--- config.mk ---
export PLATFORM = sky130hd
export DESIGN_NAME = apb_master_seq
export DESIGN_NICKNAME = d
export VERILOG_FILES = /design/src/rtl/apb_pkg.sv /design/src/rtl/apb_wait_timer.sv /design/src/rtl/apb_master_seq.sv
export SDC_FILE = /design/constraint.sdc
export NUM_CORES = 1
export LEC_CHECK = 0
export ABC_CLOCK_PERIOD_IN_PS = 6770
export BUFFER_PORTS_ARGS = -buffer_cell sky130_fd_sc_hd__clkbuf_2
export CAP_MARGIN = 20
export CORE_ASPECT_RATIO = 1.25
export CORE_MARGIN = 2
export CORE_UTILIZATION = 51
export CTS_BUF_LIST = sky130_fd_sc_hd__clkbuf_16
export CTS_CLUSTER_DIAMETER = 50
export DETAILED_ROUTE_END_ITERATION = 7
export HOLD_SLACK_MARGIN = 0.1
export PLACE_DENSITY = 0.82
export SETUP_SLACK_MARGIN = 0.05
export SLEW_MARGIN = 0
export SYNTH_ARGS = -nofsm -noshare
export SYNTH_HDL_FRONTEND = slang
export SYNTH_SLANG_ARGS = --single-unit
--- constraint.sdc ---
create_clock -name PCLK -period 6.77 [get_ports PCLK]
set_clock_uncertainty 0.05 [all_clocks]
set_input_delay 1.0155 -clock PCLK [delete_from_list [all_inputs] [get_ports PCLK]]
set_output_delay 1.0155 -clock PCLK [all_outputs]
set_load 0.005 [all_outputs]
--- src/rtl/apb_pkg.sv ---
// Shared types and constants for the APB requester and its wait-state timer.
package apb_pkg;

   localparam int APB_ADDR_W = 32;
   localparam int APB_DATA_W = 32;

   // Student-record register slave map
   localparam logic [APB_ADDR_W-1:0] REG_NUM     = 32'h0000_0000;
   localparam logic [APB_ADDR_W-1:0] REG_DATE    = 32'h0000_0004;
   localparam logic [APB_ADDR_W-1:0] REG_SURNAME = 32'h0000_0008;
   localparam logic [APB_ADDR_W-1:0] REG_NAME    = 32'h0000_000C;

   typedef enum logic [1:0] {
      IDLE   = 2'd0,
      SETUP  = 2'd1,
      ACCESS = 2'd2,
      ERR    = 2'd3
   } apb_state_t;

   // Registers are 32-bit words, so the two low address bits must be zero.
   function automatic logic is_word_aligned(input logic [APB_ADDR_W-1:0] addr);
      return (addr[1:0] == 2'b00);
   endfunction

endpackage

--- src/rtl/apb_wait_timer.sv ---
// Counts stalled ACCESS cycles and flags the cycle on which the transfer must be abandoned.
module apb_wait_timer #(
   parameter int TIMEOUT_CYCLES = 16
) (
   input  logic clk_i,
   input  logic rst_i,
   input  logic clear_i,
   input  logic enable_i,
   output logic expired_o
);

   localparam int CNT_W = $clog2(TIMEOUT_CYCLES + 1);
   localparam logic [CNT_W-1:0] CNT_LAST = CNT_W'(TIMEOUT_CYCLES - 1);
   localparam logic [CNT_W-1:0] CNT_MAX  = CNT_W'(TIMEOUT_CYCLES);

   logic [CNT_W-1:0] count_q;

   // Wait counter: cleared during SETUP, advances on each stalled ACCESS cycle, saturates at the limit
   always_ff @(posedge clk_i or posedge rst_i) begin
      if (rst_i) begin
         count_q <= '0;
      end else if (clear_i) begin
         count_q <= '0;
      end else if (enable_i && (count_q != CNT_MAX)) begin
         count_q <= count_q + CNT_W'(1);
      end else begin
         count_q <= count_q;
      end
   end

   // High while the current stalled cycle is the last one allowed
   assign expired_o = (count_q == CNT_LAST);

endmodule

--- src/rtl/apb_master_seq.sv ---
// APB requester: takes one command at a time, runs a SETUP/ACCESS transfer, returns a response.
module apb_master_seq
   import apb_pkg::*;
#(
   parameter int TIMEOUT_CYCLES = 16,
   parameter bit ALIGN_CHECK    = 1'b1
) (
   input  logic                  PCLK,
   input  logic                  PRESET,
   input  logic                  cmd_valid,
   output logic                  cmd_ready,
   input  logic                  cmd_write,
   input  logic [APB_ADDR_W-1:0] cmd_addr,
   input  logic [APB_DATA_W-1:0] cmd_wdata,
   output logic                  rsp_valid,
   input  logic                  rsp_ready,
   output logic [APB_DATA_W-1:0] rsp_rdata,
   output logic                  rsp_error,
   output logic                  PSEL,
   output logic                  PENABLE,
   output logic                  PWRITE,
   output logic [APB_ADDR_W-1:0] PADDR,
   output logic [APB_DATA_W-1:0] PWDATA,
   input  logic [APB_DATA_W-1:0] PRDATA,
   input  logic                  PREADY
);

   apb_state_t            state_q;
   logic                  psel_q;
   logic                  penable_q;
   logic                  pwrite_q;
   logic [APB_ADDR_W-1:0] paddr_q;
   logic [APB_DATA_W-1:0] pwdata_q;
   logic                  rsp_valid_q;
   logic [APB_DATA_W-1:0] rsp_rdata_q;
   logic                  rsp_error_q;

   logic accept_s;
   logic misaligned_s;
   logic timer_clear_s;
   logic timer_enable_s;
   logic timer_expired_s;

   // A new command is only taken when idle and the previous response has been consumed
   assign cmd_ready      = (state_q == IDLE) && !rsp_valid_q;
   assign accept_s       = cmd_valid && cmd_ready;
   assign misaligned_s   = ALIGN_CHECK && !is_word_aligned(cmd_addr);
   assign timer_clear_s  = (state_q == SETUP);
   assign timer_enable_s = (state_q == ACCESS) && !PREADY;

   apb_wait_timer #(
      .TIMEOUT_CYCLES (TIMEOUT_CYCLES)
   ) u_wait_timer (
      .clk_i     (PCLK),
      .rst_i     (PRESET),
      .clear_i   (timer_clear_s),
      .enable_i  (timer_enable_s),
      .expired_o (timer_expired_s)
   );

   // Transfer FSM driving the APB signals and the response register
   always_ff @(posedge PCLK or posedge PRESET) begin
      if (PRESET) begin
         state_q     <= IDLE;
         psel_q      <= 1'b0;
         penable_q   <= 1'b0;
         pwrite_q    <= 1'b0;
         paddr_q     <= '0;
         pwdata_q    <= '0;
         rsp_valid_q <= 1'b0;
         rsp_rdata_q <= '0;
         rsp_error_q <= 1'b0;
      end else begin
         case (state_q)
            IDLE: begin
               if (rsp_valid_q && rsp_ready) begin
                  rsp_valid_q <= 1'b0;
               end
               if (accept_s) begin
                  if (misaligned_s) begin
                     // No bus cycle for an address the slave cannot decode
                     state_q <= ERR;
                  end else begin
                     state_q   <= SETUP;
                     psel_q    <= 1'b1;
                     penable_q <= 1'b0;
                     pwrite_q  <= cmd_write;
                     paddr_q   <= cmd_addr;
                     pwdata_q  <= cmd_wdata;
                  end
               end
            end
            SETUP: begin
               state_q   <= ACCESS;
               penable_q <= 1'b1;
            end
            ACCESS: begin
               if (PREADY) begin
                  state_q     <= IDLE;
                  psel_q      <= 1'b0;
                  penable_q   <= 1'b0;
                  rsp_valid_q <= 1'b1;
                  rsp_error_q <= 1'b0;
                  rsp_rdata_q <= pwrite_q ? '0 : PRDATA;
               end else if (timer_expired_s) begin
                  state_q     <= IDLE;
                  psel_q      <= 1'b0;
                  penable_q   <= 1'b0;
                  rsp_valid_q <= 1'b1;
                  rsp_error_q <= 1'b1;
                  rsp_rdata_q <= '0;
               end
            end
            ERR: begin
               state_q     <= IDLE;
               rsp_valid_q <= 1'b1;
               rsp_error_q <= 1'b1;
               rsp_rdata_q <= '0;
            end
            default: begin
               state_q   <= IDLE;
               psel_q    <= 1'b0;
               penable_q <= 1'b0;
            end
         endcase
      end
   end

   assign PSEL      = psel_q;
   assign PENABLE   = penable_q;
   assign PWRITE    = pwrite_q;
   assign PADDR     = paddr_q;
   assign PWDATA    = pwdata_q;
   assign rsp_valid = rsp_valid_q;
   assign rsp_rdata = rsp_rdata_q;
   assign rsp_error = rsp_error_q;

endmodule

; ---- After elaboration in Yosys (flattened, before gate mapping)
; Index checks and enable logic that the tools add are counted.
[classes]
magnitude_cmp = 0
reduce_logical = 20
n_shift = 0
n_addsub = 1
eq_ne = 9
div = 0
bitwise_logic = 0
multipliers = 0
n_mux = 25
[ops]
columns = operator, count
row1 = 32-bit 2-to-1 mux, 3
row2 = 32-bit one-hot mux with 2 select lines, 1
row3 = 1-bit 2-to-1 mux, 10
row4 = 5-bit 2-to-1 mux, 2
row5 = 2-bit 2-to-1 mux, 4
row6 = 2-bit one-hot mux with 4 select lines, 1
row7 = 4-bit AND reduction, 2
row8 = 1-bit one-hot mux with 3 select lines, 2
row9 = 3-bit AND reduction, 2
row10 = 2-bit nonzero test, 3
row11 = 3-bit nonzero test, 2
row12 = 5-bit by 1-bit adder with 5-bit output (second input constant), 1
row13 = 5-bit by 4-bit equality test with 1-bit output (second input constant), 1
row14 = 1-bit logical AND, 5
row15 = 5-bit inequality test (second input constant), 1
row16 = 2-bit equality test (second input constant), 2
row17 = 2-bit logical NOT, 2
row18 = 2-bit by 1-bit inequality test with 1-bit output (second input constant), 2
row19 = 1-bit one-hot mux with 2 select lines, 2
row20 = 2-bit AND reduction, 2
row21 = 3-bit inequality test (second input constant), 1
row22 = 2-bit by 1-bit equality test with 1-bit output (second input constant), 1
row23 = 1-bit logical NOT, 2
row24 = 2-bit inequality test (second input constant), 1
[word_totals]
romBits = 0
inputBits = 102
wordCells = 65
ramBits = 0
memories = 0
ff_bits = 108
latch_bits = 0
out_inout_bits = 102

; ---- Longest topological paths before layout
; Gate-level depths: netlist of run 1.
[logic_depth]
depth_word = 5
mapped_depth = 8
depth_no_buf = 6

; ---- By module
; From an unflattened synthesis of run 1, not the netlist that was laid out.
[hier_totals]
hier_cells = 340
area_unflattened_um2 = 4508.1
[modules_own_cells]
columns = mod, instances, cells_each, seq_area_each_um2, area_per_inst_um2
row1 = apb_master_seq, 1, 310, 2577.5, 4210.3
row2 = apb_wait_timer, 1, 30, 125.1, 297.8

; ---- Least setup slack after synthesis of run 1
; Ideal clock, no wire load.
[synth_timing]
path_type = input to register
startpoint = input port cmd_addr[1]
endpoint = register paddr_q[28] (netlist: PADDR[28])
setup_time_ns = 0.125
n_path_buf = 2
t_arrival_ns = 2.019
path_stages = 5
t_required_ns = 6.595
setup_slack_ns = 4.576
cell_sequence = nor4b_4 -> nand3_1 -> buf_6 -> buf_6 -> mux2_4
[synth_between]
elab_chain_len = 2
[synth_rtl]
columns = item, line
row1 = start: declaration, apb_master_seq.sv:13  ; input logic [APB_ADDR_W-1:0] cmd_addr,
row2 = 2-bit logical NOT, apb_pkg.sv:22  ; return (addr[1:0] == 2'b00);
row3 = 3-bit AND reduction (no source line), -
row4 = end signal: assignment, apb_master_seq.sv:88  ; paddr_q <= cmd_addr;
row5 = end: declaration, apb_master_seq.sv:32  ; logic [APB_ADDR_W-1:0] paddr_q;
; Every way passes these cells.
; A chain may end at the register's enable or synchronous reset.

; ---- Final worst setup path of run 1
[layout_timing]
startpoint = register state_q[0]
endpoint = register paddr_q[17] (netlist: PADDR[17])
[layout_between]
elab_chain_len = 4
[layout_rtl]
columns = item, line
row1 = start: declaration, apb_master_seq.sv:28  ; apb_state_t state_q;
row2 = start signal: assignment, apb_master_seq.sv:64  ; state_q <= IDLE;
row3 = start signal: assignment, apb_master_seq.sv:82  ; state_q <= ERR;
row4 = start signal: assignment, apb_master_seq.sv:84  ; state_q <= SETUP;
row5 = 2-bit logical NOT *, "apb_master_seq.sv:45, apb_master_seq.sv:74"
row6 = 1-bit logical AND, apb_master_seq.sv:45  ; assign cmd_ready = (state_q == IDLE) && !rsp_valid_q;
row7 = 1-bit logical AND, apb_master_seq.sv:46  ; assign accept_s = cmd_valid && cmd_ready;
row8 = 3-bit AND reduction (no source line) *, -
; Mark *: on every way between the ends. The rest lies on a longest branch, timed or not.

==> results.md, run 1 <==
* Status: finished clean
* Synthesized instance count at 351
* Yosys warns at 0
* Core area at 8750 sq um
* Netlist cell types at 36
* Layout filler cell count at 688
* Final GP Congestion at 0.787
* Multi-input logic area at 1660 sq um
* First-pass GRT wire length at 17500 um
* Final Cycle Share at 0.375
* Non-Filler Instances at 672
* Max Slew Vio Count at 0
* Critical-path top delay cell: buf_4
* Minimum clock period at 2.54 ns
* Number of synthesized flops with an enable pin at 0
* Setup CP Type: flip-flop to flip-flop
* Dpl ws at 3.99 ns
* DR DRC count at 0
* Final HPWL DP at 8130 um
* Final setup fails at 0
* Inst Count DP at 656
* Max Clk Rate at 394 MHz
* PostCTS Resize Cnt at 0
* CTS sink cnt at 108
* Antenna cells at 0
* Post-synthesis cell area at 4620 sq um
* Pin count of the biggest net entering global routing at 66
* Worst-path clk slew at 0.07 ns
* Die Span X at 89.1 um
* Vias in the first global route at 3531
* Die area at 9840 sq um
* Endpoints failing hold at 0
* Nets at 652
* Num CTS Buffers at 9
* RSZ-0062 raised after global routing: no
* Critical Path AT at 2.72 ns
* Drt first pass iters at 4
* Post-CTS Repair Setup Buffers at 0
* Overflow after GRT at 0
* Max-cap violations at 0
* FFs w/ async S/R, synth at 1.00
* Share of cells above drive strength 1 at 0.534
* DRT antenna net count at 0
* VDD IR-drop max at 257 uV
* Worst-margin pin slew at 1.07 ns
* Setup TNS at 0 ns
* Routed wire length at 11000 um
* P&R area growth vs syn at 29.3%
* Number of antenna violations at the first check in global routing at 0
* Req. time, crit path at 6.95 ns
* Worst hold path type: flip-flop to flip-flop
* CP peak stage delay at 0.80 ns
* Reg area at 2700 sq um
* Vias per cell at 5.03
* Initial core utilization at 0.528
* Crit end category: flip-flop
* Final worst slack at 4.23 ns
* Leak at 3.33 nW
* Post-synth top flop: dfrtp_1
* Hold Buf Count CTS at 0
* Drt initial violations at 159
* Vias at 3383
* Register area share after synthesis at 0.585
* Post-DR wirelength/cell at 16.4 um
* CTS root buf: clkbuf_16
* Row cnt at 38
* Pwr Total at 2.61 mW
* Slew margin rel. at 0.287
* Clk_lat worst skew at 0.34 ns
* Global Route Usage Sum at 0.229
* CP Cell Sequence: inv_1 > nand3_4 > buf_4 > mux2_2
* Top Ports at 204
* Syn Nets at 456
* PD cells at 436 nW/um^2
* Syn_area_per_cell at 13.2 sq um
* Synthesized flop and latch total at 108
* Height of the die at 110 um
* CP startpoint kind: flip-flop
* Buffers on Ports at 203
* Crit path max fanout at 65
* Max Buffers Root-to-Sink at 2
* H-Tree Depth at 3
* TritonCTS clock tree: built
* Fin Hold WS at 0.432 ns
==> cells in the mapped netlist, types with 2 or more instances <==
master       n  share of area
o31ai_1     33          0.054
inv_1       38          0.031
a21oi_1      3         0.0032
nand2b_1     2         0.0027
dfrtp_1    108           0.58
clkbuf_1     6         0.0049
o311ai_0     2         0.0038
o21ai_0      6         0.0065
o2bb2ai_1    2         0.0038
nor2_1       4         0.0032
nor3_1       2         0.0022
mux2_2      15          0.037
and2_1       2         0.0027
ha_1         3         0.0081
nand3_1      4         0.0043
buf_6        6          0.015
buf_2        9         0.0097
mux2_4      48           0.16
nand2_1     37          0.030
or2_2        3         0.0041
o211ai_1     3         0.0049
==> kinds of logic (layout without fill, tap and decap cells) <==
family	count (synthesis)	in the layout	share of synthesized area
buffers and inverters	60	261	0.0609
adder cells (fa/ha/maj)	3	3	0.00812
multiplexers	63	63	0.193
AND/OR/NAND/NOR	63	63	0.0691
flip-flops	108	108	0.585
AO/OA/AOI/OAI	54	54	0.0845
==> registers in the layout (all words and copies together) (netlist names) <==
signal	flops
rsp_valid	1
rsp_rdata	32
PWRITE	1
PWDATA	32
PENABLE	1
PSEL	1
rsp_error	1
PADDR	32
u_wait_timer.count_q	5
state_q	2
==> stage by stage <==
| step | utilization | area [sq um] |
|---|---|---|
| after floorplan | - | 4620 |
| after global placement | 0.652 | 5710 |
| after detailed placement | 0.652 | 5710 |
| after CTS | 0.683 | 5970 |
| after global routing | 0.683 | 5970 |
| final | 0.683 | 5970 |
==> layer usage <==
| layer | vias to the layer above | global-route usage | routed length (um) | part of all wire |
|---|---|---|---|---|
| met5 | - | 0 | 0 | 0 |
| met4 | 0 | 0.0925 | 288 | 0.026 |
| met3 | 21 | 0.0538 | 781 | 0.071 |
| met2 | 129 | 0.397 | 5740 | 0.52 |
| met1 | 1643 | 0.264 | 4230 | 0.38 |
| li1 | 1590 | - | - | - |
==> power breakdown <==
group / switching (mW) / leakage, nW / total [mW] / internal [mW]
Clock: 0.230 / 0.139 / 0.478 / 0.248
Combinational: 0.414 / 1.82 / 0.955 / 0.541
Sequential: 0.219 / 1.37 / 1.17 / 0.955
Total: 0.863 / 3.33 / 2.61 / 1.74
==> path summary, 6_finish.rpt <==
path | from | end | slack (ns) | depth (start not counted)
min reg2reg | rsp_rdata[23]$_DFFE_PP0P_ | rsp_rdata[23]$_DFFE_PP0P_ | 0.43 | 2
min in group asynchronous | PRESET | rsp_rdata[26]$_DFFE_PP0P_ | 0.68 | 2
max in group asynchronous | PRESET | PADDR[28]$_DFFE_PP0P_ | 4.81 | 3
max reg2reg | state_q[0]$_DFFE_PP0P_ | PADDR[17]$_DFFE_PP0P_ | 4.23 | 4
max | state_q[0]$_DFFE_PP0P_ | PADDR[17]$_DFFE_PP0P_ | 4.23 | 4
min | rsp_rdata[23]$_DFFE_PP0P_ | rsp_rdata[23]$_DFFE_PP0P_ | 0.43 | 2
==> area by class of cell <==
| class | count | share of cell area |
|---|---|---|
| Sequential cell | 108 | 0.452 |
| Multi-Input combinational cell | 183 | 0.278 |
| Timing Repair Buffer | 207 | 0.175 |
| Clock buffer | 9 | 0.0377 |
| Tap cell | 120 | 0.0251 |
| Inverter | 38 | 0.0243 |
| Clock inverter | 7 | 0.00712 |
==> cells in the final DEF, fill, tap and decap left out, drive strengths merged, types with 2 or more instances in the layout <==
cell type / instances
a21oi: 3
and2: 2
buf: 4
clkbuf: 212
clkinv: 6
dfrtp: 108
ha: 3
inv: 39
mux2: 63
nand2: 37
nand2b: 2
nand3: 4
nor2: 4
nor3: 2
nor4b: 2
o211ai: 3
o21ai: 6
o2bb2ai: 2
o311ai: 2
o31ai: 33
or2: 3
==> critical path: cells and delay by family, from the launching register on <==
family | cells | cell delay, ns
buffers and inverters | 2 | 1.10
flip-flops | 1 | 0.70
multiplexers | 1 | 0.41
AND/OR/NAND/NOR | 1 | 0.10
Power figures use the tool's default switching activity.
==> run 2: changes to the inputs <==
Settings changed: ABC_CLOCK_PERIOD_IN_PS 6770 to 2500, CORE_UTILIZATION 51 to 47, PLACE_DENSITY 0.82 to 0.77.
Clock period 6.77 ns to 2.5 ns, I/O delays scaled along.
==> run 2 against run 1 <==
Net effect:
- non-clock buffer count increased by 9
- clock power increased to 3.2 times the previous value
- hold slack got worse by 0.23 ns
- via count increased by 2.1%
- combinational power increased to 2.8 times the previous value
- wire length decreased by 2.0%
- global-route usage decreased by 2.5 points
- sequential share of layout area decreased by 1.3 points
- clock-buffer cell count unchanged
- cell count increased by 2.2%
- sequential power increased to 2.7 times the previous value
- critical path type unchanged
- critical path depth increased by 3
==> results.md, run 2 (synthesized netlist as in run 1, its figures left out) <==
* Met2 WL post-DR at 5700 um (was 5740 um)
* VDD IR-drop max at 705 uV (was 257 uV)
* Die area at 10600 sq um (was 9840 sq um)
* Pwr Total at 7.31 mW (was 2.61 mW)
* Share of cells above drive strength 1 at 0.540 (was 0.534)
* Die Span X at 92.7 um (was 89.1 um)
* Drt initial violations at 121 (was 159)
* TritonCTS clock tree: built (unchanged)
* Core area at 9610 sq um (was 8750 sq um)
* Vias at 3455 (was 3383)
* FF-to-FF path depth at 7 (was 4)
* Dpl ws at 0.514 ns (was 3.99 ns)
* Worst hold path type: input port to flip-flop (was flip-flop to flip-flop)
* Final GP Congestion at 0.816 (was 0.787)
* Slew margin rel. at 0.662 (was 0.287)
* Most common cell after layout, fill and taps aside: clkbuf_2 (unchanged)
* Crit end category: flip-flop (unchanged)
* Sw Pwr at 2.33 mW (was 863 uW)
* Final Cycle Share at 0.805 (was 0.375)
* Leak at 3.40 nW (was 3.33 nW)
* Worst-margin pin slew at 0.505 ns (was 1.07 ns)
* DR DRC count at 0 (unchanged)
* Max Slew Vio Count at 0 (unchanged)
* Routed wire length at 10800 um (was 11000 um)
* CTS sink cnt at 108 (unchanged)
* Buffers on Ports at 203 (unchanged)
* Final HPWL DP at 8090 um (was 8130 um)
* RSZ-0062 raised after global routing: no (unchanged)
* Crit path max fanout at 65 (unchanged)
* Clk_lat worst skew at 0.33 ns (was 0.34 ns)
* Final setup fails at 0 (unchanged)
* Vias per cell at 5.03 (about the same)
* Top Ports at 204 (unchanged)
* H-Tree Depth at 3 (unchanged)
* Endpoints failing hold at 0 (unchanged)
* Sw frac at 0.319 (was 0.331)
* Height of the die at 115 um (was 110 um)
* Pin count of the biggest net entering global routing at 66 (unchanged)
* Most frequent cells in the layout: clkbuf_2, dfrtp_1, mux2_4 (unchanged)
* Max Clk Rate at 497 MHz (was 394 MHz)
* PD cells at 1190 nW/um^2 (was 436 nW/um^2)
* Post-CTS Repair Setup Buffers at 0 (unchanged)
* Overflow after GRT at 0 (unchanged)
* Seq pwr share at 0.428 (was 0.450)
* Minimum clock period at 2.01 ns (was 2.54 ns)
* P_int at 4.98 mW (was 1.74 mW)
* FF-to-FF Start: u_wait_timer.count_q[0]$_DFFE_PP0P_ (was state_q[0]$_DFFE_PP0P_)
* R2R Setup Slk at 0.49 ns (was 4.23 ns)
* Max Buffers Root-to-Sink at 2 (unchanged)
* Vias in the first global route at 3547 (was 3531)
* Worst-path clk slew at 0.07 ns (about the same)
* Final worst slack at 0.486 ns (was 4.23 ns)
* Global Route Usage Sum at 0.204 (was 0.229)
* CP startpoint kind: flip-flop (unchanged)
* First-pass GRT wire length at 17100 um (was 17500 um)
* Worst Setup SP: u_wait_timer.count_q[0]$_DFFE_PP0P_ (was state_q[0]$_DFFE_PP0P_)
* Req. time, crit path at 2.68 ns (was 6.95 ns)
* Num CTS Buffers at 9 (unchanged)
* Antenna cells at 0 (unchanged)
* Setup TNS at 0 ns (unchanged)
* P&R area growth vs syn at 33.0% (was 29.3%)
* Worst r2r dst: rsp_rdata[18]$_DFFE_PP0P_ (was PADDR[17]$_DFFE_PP0P_)
* Row cnt at 40 (was 38)
* Met3 WL post-DR at 590 um (was 781 um)
* CTS root buf: clkbuf_16 (unchanged)
* Wire length on met1 at 4230 um (about the same)
* Status: finished clean (unchanged)
* Number of antenna violations at the first check in global routing at 0 (unchanged)
* Clock power share at 0.207 (was 0.183)
* Top routing layer in use: met4 (unchanged)
* Combinational share of power at 0.365 (was 0.366)
* DRT antenna net count at 0 (unchanged)
* Drt first pass iters at 4 (unchanged)
* Post-DR wirelength/cell at 15.8 um (was 16.4 um)
* Nets at 661 (was 652)
* CP Capture Point: rsp_rdata[18]$_DFFE_PP0P_ (was PADDR[17]$_DFFE_PP0P_)
* Critical Path AT at 2.19 ns (was 2.72 ns)
* Setup CP Type: flip-flop to flip-flop (unchanged)
* Initial core utilization at 0.481 (was 0.528)
* Max-cap violations at 0 (unchanged)
[run 2: cell types whose count changed in the layout (fill, tap and decap cells not counted), sizes merged]
cell,change
bufinv,+2
clkinvlp,+2
dlygate4sd3,+1
buf,+8
clkinv,-3
inv,-1
[run 2: per-layer routing]
layer	global-route usage	up-vias
met3	0.0308	23
met2	0.367	127
met4	0.0980	0
met1	0.238	1688
li1	-	1617
met5	0	-
[run 2: power by group through the flow]
stage	Clock (mW)	Combinational, mW	Sequential (mW)
floorplan	0	1.42	3.12
detailed placement	0	2.70	3.16
CTS	1.56	2.71	3.13
finish	1.52	2.67	3.13
global placement	0	2.60	3.10
global route	1.61	2.94	3.22
[run 2: metrics by stage]
stage | area, sq um | util | cells | hold WS (ns)
2_1_floorplan | 4620 | - | 351 | 0.423
3_3_place_gp | 5810 | 0.605 | 670 | 0.364
3_5_place_dp | 5810 | 0.605 | 670 | 0.373
4_1_cts | 6150 | 0.640 | 687 | 0.193
5_1_grt | 6150 | 0.640 | 687 | 0.207
6_report | 6150 | 0.640 | 687 | 0.202
[run 2: cell type report]
cell class,instances,area [sq um]
Timing Repair Buffer,216,1150
Fill cell,772,3460
Sequential cell,108,2700
Multi-Input combinational cell,183,1660
Clock inverter,7,98.8
Tap cell,126,158
Clock buffer,9,225
Inverter,38,146
[run 2: worst min path at each step]
stage	from	end	cells past startpoint	slack [ns]
2_1_floorplan	rsp_rdata[0]$_DFFE_PP0P_	rsp_rdata[0]$_DFFE_PP0P_	2	0.42
3_3_place_gp	PRESET	PADDR[30]$_DFFE_PP0P_	2	0.36
3_5_place_dp	PRESET	PADDR[30]$_DFFE_PP0P_	2	0.37
4_1_cts	PRDATA[1]	rsp_rdata[1]$_DFFE_PP0P_	3	0.19
5_1_grt	cmd_addr[31]	PADDR[31]$_DFFE_PP0P_	2	0.21
6_report	PRDATA[1]	rsp_rdata[1]$_DFFE_PP0P_	3	0.20
[run 2: timing repair]
action / 4_1_cts / 5_1_grt
setup endpoints to repair: 0 / 0
endpoints found under the hold margin: 20 / 0
hold buffers: 1 / 0
gates resized for setup: 0 / 0
[run 2: worst max-delay path: stages, from the launching register on]
cell     delay [ns]
dfrtp_1        0.43
ha_1           0.24
and3_1         0.18
ha_1           0.28
o31ai_4        0.23
buf_12         0.29
nand2_1        0.09
o31ai_1        0.08
==> run 3: changes to the inputs <==
Settings changed: ABC_CLOCK_PERIOD_IN_PS 2500 to 1700, CORE_UTILIZATION 47 to 43, PLACE_DENSITY 0.77 to 0.74.
Clock period 2.5 ns to 1.7 ns, I/O delays scaled along.
==> run 3 against run 2 <==
Net effect:
- largest power group is now combinational logic
- wire length rose by 13%
- final area grew 14%
- highest routed layer unchanged
- first-iteration DRC count down 9.9%
- the flow now finishes with violations (negative setup slack)
- via count grew 9.9%
- total power is 53% higher
==> results.md, run 3 (synthesized netlist as in run 1, its figures left out) <==
* Status: finished with violations (was finished clean)
* Failing checks: negative setup slack
* Endpoints failing hold at 0 (unchanged)
* Worst-margin pin slew at 0.378 ns (was 0.505 ns)
* Drt initial violations at 109 (was 121)
* CTS root buf: clkbuf_16 (unchanged)
* Drt first pass iters at 4 (unchanged)
* Worst hold path type: input port to flip-flop (unchanged)
* GRT busiest layer: met2 (unchanged)
* VDD IR-drop max at 1060 uV (was 705 uV)
* Final HPWL DP at 7810 um (was 8090 um)
* Max Buffers Root-to-Sink at 2 (unchanged)
* Crit end category: flip-flop (unchanged)
* Top Ports at 204 (unchanged)
* Final Cell Area at 6990 sq um (was 6150 sq um)
* FF-to-FF Start: u_wait_timer.count_q[1]$_DFFE_PP0P_ (was u_wait_timer.count_q[0]$_DFFE_PP0P_)
* Minimum clock period at 1.77 ns (was 2.01 ns)
* Req. time, crit path at 1.85 ns (was 2.68 ns)
* P&R area growth vs syn at 51.2% (was 33.0%)
* Slew margin rel. at 0.748 (was 0.662)
* Overflow after GRT at 0 (unchanged)
* FF-to-FF path depth at 7 (unchanged)
* Clk_lat worst skew at 0.33 ns (about the same)
* Final worst slack at -0.0714 ns (was 0.486 ns)
* Share of cells above drive strength 1 at 0.506 (was 0.540)
* Die Span X at 96.7 um (was 92.7 um)
* Worst r2r dst: rsp_rdata[29]$_DFFE_PP0P_ (was rsp_rdata[18]$_DFFE_PP0P_)
* Antenna cells at 0 (unchanged)
* Met1 Track Usage GR at 0.239 (was 0.238)
* Number of antenna violations at the first check in global routing at 0 (unchanged)
* CP Capture Point: rsp_rdata[29]$_DFFE_PP0P_ (was rsp_rdata[18]$_DFFE_PP0P_)
* Core area at 10500 sq um (was 9610 sq um)
* Routed wire length at 12200 um (was 10800 um)
* Dpl ws at -0.0965 ns (was 0.514 ns)
* Height of the die at 120 um (was 115 um)
* DR DRC count at 0 (unchanged)
* Critical Path AT at 1.92 ns (was 2.19 ns)
* Max-cap violations at 0 (unchanged)
* Final Cycle Share at 1.04 (was 0.805)
* CTS sink cnt at 108 (unchanged)
* Global Route Usage Sum at 0.207 (was 0.204)
* Inst Count DP at 680 (was 670)
* Finished Core Util at 0.665 (was 0.640)
* TritonCTS clock tree: built (unchanged)
* H-Tree Depth at 3 (unchanged)
* Max Slew Vio Count at 0 (unchanged)
* Final GP Congestion at 0.798 (was 0.816)
* M3 GR Usage at 0.0379 (was 0.0308)
* Fin Hold WS at 0.107 ns (was 0.202 ns)
* RSZ-0062 raised after global routing: yes (was no)
* Vias per cell at 4.95 (was 5.03)
* Pwr Total at 11.2 mW (was 7.31 mW)
* Most frequent cells in the layout: clkbuf_2, dfrtp_1, dlygate4sd3_1 (was clkbuf_2, dfrtp_1, mux2_4)
* Row cnt at 42 (was 40)
* Post-place instance area at 5900 sq um (was 5810 sq um)
* Buffers on Ports at 203 (unchanged)
* Setup TNS at -1.27 ns (was 0 ns)
* Die area at 11600 sq um (was 10600 sq um)
* CP startpoint kind: flip-flop (unchanged)
* Pin count of the biggest net entering global routing at 58 (was 66)
* Most common cell after layout, fill and taps aside: clkbuf_2 (unchanged)
* DRT antenna net count at 0 (unchanged)
* Leak at 3.75 nW (was 3.40 nW)
* Worst Setup SP: u_wait_timer.count_q[1]$_DFFE_PP0P_ (was u_wait_timer.count_q[0]$_DFFE_PP0P_)
* Vias at 3797 (was 3455)
* Initial core utilization at 0.440 (was 0.481)
* Final setup fails at 32 (was 0)
* First-pass GRT wire length at 19400 um (was 17100 um)
* Vias in the first global route at 3933 (was 3547)
* Post-DR wirelength/cell at 16.0 um (was 15.8 um)
* Setup CP Type: flip-flop to flip-flop (unchanged)
* Crit path max fanout at 16 (was 65)
* Met2 usage at 0.375 (was 0.367)
* Num CTS Buffers at 9 (unchanged)
* R2R Setup Slk at -0.07 ns (was 0.49 ns)
* Non-Filler Instances at 767 (was 687)
* Nets at 735 (was 661)
* Max Clk Rate at 565 MHz (was 497 MHz)
* Worst-path clk slew at 0.07 ns (about the same)
* PD cells at 1600 nW/um^2 (was 1190 nW/um^2)
## run 3: worst max-delay path, stage by stage, from the launching register on
cell and delay (ns):
dfrtp_1 0.39, ha_2 0.19, and3_4 0.19, ha_4 0.17, o31ai_4 0.19, buf_4 0.19, clkbuf_16 0.18, o31ai_1 0.09
## run 3: cell type report
type / count / area, sq um
clock buffer: 9 / 225
clock inverter: 7 / 75.1
inverter: 38 / 146
fill: 779 / 3520
tap: 132 / 165
timing repair buffer: 290 / 1970
multi-input combinational: 183 / 1710
sequential: 108 / 2700
## run 3: worst min path at each step
stage                                end  slack (ns)  cells after the start     startpoint
6_report       rsp_rdata[21]$_DFFE_PP0P_        0.11                      3     PRDATA[21]
5_1_grt            PADDR[12]$_DFFE_PP0P_        0.10                      2   cmd_addr[12]
4_1_cts           PWDATA[25]$_DFFE_PP0P_        0.10                      2  cmd_wdata[25]
3_5_place_dp   rsp_rdata[20]$_DFFE_PP0P_        0.33                      3         PRESET
3_3_place_gp   rsp_rdata[11]$_DFFE_PP0P_        0.33                      3         PRESET
2_1_floorplan  rsp_rdata[10]$_DFFE_PP0P_        0.34                      2     PRDATA[10]
## run 3: what timing repair did
item                                    4_1_cts  5_1_grt
endpoints found under the hold margin       171        2
hold buffers                                 64        2
resized for setup                             6        7
setup buffers                                 2        0
pin swaps                                     2        3
endpoints found under the setup margin       36       47
cloned                                        2        1
## run 3: power breakdown
group / leakage (nW) / switching, mW / internal, mW / total (mW)
sequential: 1.37 / 0.730 / 3.81 / 4.54
clock: 0.138 / 0.931 / 1.15 / 2.08
combinational: 2.24 / 1.96 / 2.60 / 4.56
## run 3: metal layers
| layer | wire length, um | vias to the layer above |
|---|---|---|
| li1 | - | 1762 |
| met1 | 4740 | 1870 |
| met2 | 6680 | 139 |
| met3 | 491 | 26 |
| met4 | 337 | 0 |
| met5 | 0 | - |
